## src/rtl/shift_register_ctrl.sv

```systemverilog
// Round-robin front end that lets requesters A and B share one serial shift register:
// loads a granted word bit by bit, reads the register back and reports a match flag.
module shift_register_ctrl #(
  parameter int WIDTH = 5
) (
  input  logic             clk,
  input  logic             nrst,
  input  logic             a_valid,
  output logic             a_ready,
  input  logic             a_dir,
  input  logic [WIDTH-1:0] a_word,
  input  logic             b_valid,
  output logic             b_ready,
  input  logic             b_dir,
  input  logic [WIDTH-1:0] b_word,
  output logic             sr_en,
  output logic             sr_dir,
  output logic             sr_data_in,
  input  logic [WIDTH-1:0] sr_q,
  output logic             busy,
  output logic             done,
  output logic             done_id,
  output logic             done_ok
);

  localparam int CNT_W = (WIDTH > 1) ? $clog2(WIDTH) : 1;
  localparam logic [CNT_W-1:0] LAST = CNT_W'(WIDTH - 1);

  typedef enum logic [1:0] {IDLE, SHIFT, CHECK} state_t;

  state_t           state, state_nxt;
  logic [CNT_W-1:0] cnt;
  logic [CNT_W-1:0] idx;
  logic [WIDTH-1:0] word_p0;
  logic             dir_p0;
  logic             id_p0;
  logic             prio_b;
  logic             done_p1, done_id_p1, done_ok_p1;
  logic             grant_a, grant_b, take;

  // Arbitration and next state; a tie goes to whoever was not served last
  always_comb begin
    state_nxt = state;
    grant_a   = 1'b0;
    grant_b   = 1'b0;
    case (state)
      IDLE: begin
        grant_a = a_valid && (!b_valid || !prio_b);
        grant_b = b_valid && (!a_valid || prio_b);
        if (grant_a || grant_b) state_nxt = SHIFT;
      end
      SHIFT:   if (cnt == LAST) state_nxt = CHECK;
      CHECK:   state_nxt = IDLE;
      default: state_nxt = IDLE;
    endcase
  end

  assign take    = grant_a || grant_b;
  assign a_ready = nrst && grant_a;
  assign b_ready = nrst && grant_b;

  // Stage p0: capture request on handshake, step the bit counter
  always_ff @(posedge clk or negedge nrst) begin
    if (!nrst) begin
      state  <= IDLE;
      cnt    <= '0;
      dir_p0 <= 1'b0;
      id_p0  <= 1'b0;
      prio_b <= 1'b0;
    end else begin
      state <= state_nxt;
      if (take) begin
        cnt    <= '0;
        dir_p0 <= grant_b ? b_dir : a_dir;
        id_p0  <= grant_b;
        prio_b <= !grant_b;
      end else if (state == SHIFT) begin
        cnt <= cnt + CNT_W'(1);
      end
    end
  end

  always_ff @(posedge clk) begin
    if (take) word_p0 <= grant_b ? b_word : a_word;
  end

  // Stage p1: readback compare registered into the completion pulse
  always_ff @(posedge clk or negedge nrst) begin
    if (!nrst) begin
      done_p1    <= 1'b0;
      done_id_p1 <= 1'b0;
      done_ok_p1 <= 1'b0;
    end else begin
      done_p1    <= (state == CHECK);
      done_ok_p1 <= (state == CHECK) && (sr_q == word_p0);
      if (state == CHECK) done_id_p1 <= id_p0;
    end
  end

  // Right shifts feed LSB first, left shifts MSB first, so the word lands in place
  assign idx        = dir_p0 ? cnt : LAST - cnt;
  assign sr_en      = (state == SHIFT);
  assign sr_dir     = dir_p0;
  assign sr_data_in = (state == SHIFT) && word_p0[idx];
  assign busy       = (state != IDLE);
  assign done       = done_p1;
  assign done_id    = done_id_p1;
  assign done_ok    = done_ok_p1;

endmodule

```

## config.mk

```make
export PLATFORM = sky130hd
export DESIGN_NAME = shift_register_ctrl
export DESIGN_NICKNAME = d
export VERILOG_FILES = /design/src/rtl/shift_register_ctrl.sv
export SDC_FILE = /design/constraint.sdc
export NUM_CORES = 1
export LEC_CHECK = 0
export BUFFER_PORTS_ARGS = -buffer_cell sky130_fd_sc_hd__buf_4
export CAP_MARGIN = 20
export CELL_PAD_IN_SITES_DETAIL_PLACEMENT = 0
export CELL_PAD_IN_SITES_GLOBAL_PLACEMENT = 2
export CORE_UTILIZATION = 32
export CTS_CLUSTER_DIAMETER = 40
export CTS_CLUSTER_SIZE = 20
export DETAILED_ROUTE_END_ITERATION = 8
export GPL_ROUTABILITY_DRIVEN = 0
export HOLD_SLACK_MARGIN = 0.1
export PLACE_DENSITY_LB_ADDON = 0.1
export SYNTH_ARGS = -nofsm -noshare
export SYNTH_HDL_FRONTEND = slang
export SYNTH_SLANG_ARGS = --single-unit
```

## constraint.sdc

```tcl
create_clock -name clk -period 2.9 [get_ports clk]
set_input_delay 0 -clock clk [delete_from_list [all_inputs] [get_ports clk]]
set_output_delay 0 -clock clk [all_outputs]
set_load 0.05 [all_outputs]
```

==> results.toml <==
[floorplan]
fp.dieW_microns = 54.1
initial_utilization_pct = 34.4
core_area_sq_um = 2520
rows = 18
die_h_microns = 54.1
die_area_sq_um = 2930
ios = 30

[cts]
cts-root-to-sink-buffers = 2
postCtsSetupBuffers = 0
cts_root_buf = "clkbuf_4"
clk_pin_slew_ns = 0.10
htree_levels = 1
worstSkewPairLatency_ns = 0.28
cts-resized-gates = 0
cts_num_sinks = 16
cts_made_buffers = 3
cts_tree = "built"

[placement]
dp_hpwl_microns = 1320
place_inst = 135
portBuffers = 29
dp_slack_ns = 1.14

[critical_path]
critPathLaunchType = "flip-flop"
crit_path_max_incr_delay_ns = 0.55
critical_path.max_fanout = 8
crit_slowest_cell = "dlygate4sd3_1"
worst_setup_path_end_kind = "flip-flop"
path_cells = "nor2_2 -> inv_2 -> a211o_1 -> mux2_4 -> dlygate4sd3_1"
worstPathRequired_ns = 2.94
path_class = "flip-flop to flip-flop"
arrival_ns = 2.27
ff2ff_path_depth = 5

[sta]
slew_headroom_pct = 57.6
clock.fmax_ghz = 0.449
setup_slack_ns = 0.674
slew_viol_final = 0
period_minus_slack_ns = 2.23
setup_viol = 0
worstMarginPinSlew_ns = 0.634
rsz0062_at_grt = "no"
fin_skew_ns = 0.00359
hold_viol_final = 0
tns_ns = 0
period_share_pct = 76.8

[global_route]
antenna_found_initial = 0
grt_max_degree = 12
grt.total_usage_pct = 14.7
grt_pass1_vias = 657
gr-total-overflow = 0
grt_pass1_wl_microns = 2950

[yosys]
syn-num-nets = 101
syn_area_sq_um = 868
synthCells = 77
avgSynthCellArea_sq_um = 11.3
ys_seq_area_share_pct = 49.0
ys_warn_count = 0
yosys.cell_types.count = 29
ys_ff_latch = 16

[routing]
dr.pass1.iters = 4
post-route-drc-count = 0
vias = 739
totalWireLength_microns = 1860
detail-route-antenna-nets = 0
vias_per_cell = 4.65
drt-initial-drc-count = 20
routedWlPerCell_microns = 11.7

[final_layout]
nNetsFinal = 154
final_util_pct = 53.1
layout_common_cells = "buf_4, dlygate4sd3_1, dfrtp_1, inv_1, nand2_1"
fin_cells = 159
synthToLayoutAreaGrowth_pct = 54.2
drive_gt1_share_pct = 32.6
antennaDiodeCount = 0
layout_commonest_cell = "buf_4"

[min_path]
hold_class = "flip-flop to flip-flop"
whs_path_depth = 1

[power_and_ir_drop]
pwr-share-clk_pct = 10.3
powerDensity_nw_per_um2 = 876
p_int_mw = 0.658
p_leak_nw = 0.654
irDropWorstVdd_mv = 0.595
switching_power_mw = 0.514
p_total_mw = 1.17
switching_share_pct = 43.9
combPwrFrac_pct = 57.1
seqPwrFrac_pct = 32.7

[run_status]
outcome = "complete, no violations"

[flow_run]
maxCapViolations = 0
## power by group through the flow
stage	clock network, mW	logic [mW]	registers, mW
3_5_place_dp	0	0.617	0.388
3_3_place_gp	0	0.609	0.388
5_1_grt	0.135	0.730	0.395
6_report	0.120	0.669	0.383
2_1_floorplan	0	0.417	0.422
4_1_cts	0.127	0.677	0.383
## critical path: cells and delay by family (launching register included)
| family | cells | cell delay, ns |
|---|---|---|
| flops | 1 | 0.41 |
| compound gates | 1 | 0.43 |
| buf+inv | 2 | 0.64 |
| mux | 1 | 0.34 |
| simple gates | 1 | 0.18 |
## state kept, by name, summed over array words and instances, names as in the netlist
register	count
cnt	3
done	1
done_id	1
done_ok	1
id_p0	1
prio_b	1
sr_dir	1
state	2
word_p0	5
## repair_timing
item	in CTS	in global routing
endpoints found under the hold margin	21	0
setup endpoints to repair	0	0
hold buffers	20	0
## per-stage QoR
step	cell area [sq um]	hold slack, ns
2_1_floorplan	868	-0.296
3_3_place_gp	1110	-0.145
3_5_place_dp	1110	-0.146
4_1_cts	1340	0.502
5_1_grt	1340	0.520
6_report	1340	0.499
## metal layers
layer	up-vias	wire length, microns	track usage (%)
met1	350	838	18.1
met4	0	14	2.56
met3	2	73	4.24
li1	371	-	-
met2	16	932	25.5
met5	-	0	0
## synthesized netlist by cell type
library cell | count | area [sq um]
mux2i_1 | 4 | 40.0
nand3b_1 | 1 | 7.51
a211o_1 | 1 | 8.76
nand2b_1 | 1 | 6.26
buf_6 | 1 | 11.3
xor2_1 | 4 | 35.0
o211ai_1 | 1 | 7.51
o2111ai_1 | 1 | 8.76
and2_1 | 1 | 6.26
mux2_4 | 5 | 75.1
inv_1 | 9 | 33.8
nor2_2 | 1 | 6.26
mux2_2 | 2 | 22.5
dfrtp_1 | 11 | 275
nand4_1 | 1 | 6.26
a21oi_1 | 2 | 10.0
ha_1 | 3 | 37.5
inv_2 | 1 | 3.75
o221ai_1 | 1 | 8.76
nor4_1 | 1 | 6.26
o21ai_0 | 1 | 5.00
nor2b_1 | 1 | 6.26
a2bb2oi_1 | 1 | 8.76
nor2_1 | 5 | 18.8
a21bo_2 | 1 | 10.0
nand2_1 | 8 | 30.0
a221o_1 | 1 | 10.0
o22ai_1 | 2 | 12.5
edfxtp_1 | 5 | 150
## cell type report
cell class	instances	area, sq um
Multi-Input combinational cell	50	394
Clock buffer	3	22.5
Clock inverter	1	3.75
Sequential cell	16	425
Timing Repair Buffer	49	418
Fill cell	242	1180
Tap cell	30	37.5
Inverter	10	37.5
## cells by family (layout without fill, tap and decap cells)
| logic type | Yosys count | in the layout | share of synthesized area (%) |
|---|---|---|---|
| mux | 11 | 11 | 15.8 |
| buf+inv | 11 | 63 | 5.62 |
| flops | 16 | 16 | 49.0 |
| simple gates | 20 | 20 | 10.8 |
| xor+xnor | 4 | 4 | 4.03 |
| fa+ha+maj | 3 | 3 | 4.32 |
| compound gates | 12 | 12 | 10.4 |
## worst paths after layout
| path | slack, ns | start | to |
|---|---|---|---|
| hold reg to reg | 0.50 | id_p0 | id_p0 |
| hold / removal | 0.50 | id_p0 | id_p0 |
| min in group asynchronous | 0.81 | nrst | done_id |
| setup reg to reg | 0.67 | state[1] | word_p0[2] |
| max in group asynchronous | 1.74 | nrst | sr_dir |
| setup / recovery | 0.67 | state[1] | word_p0[2] |
Note: power is estimated with default switching activity, not from simulation.
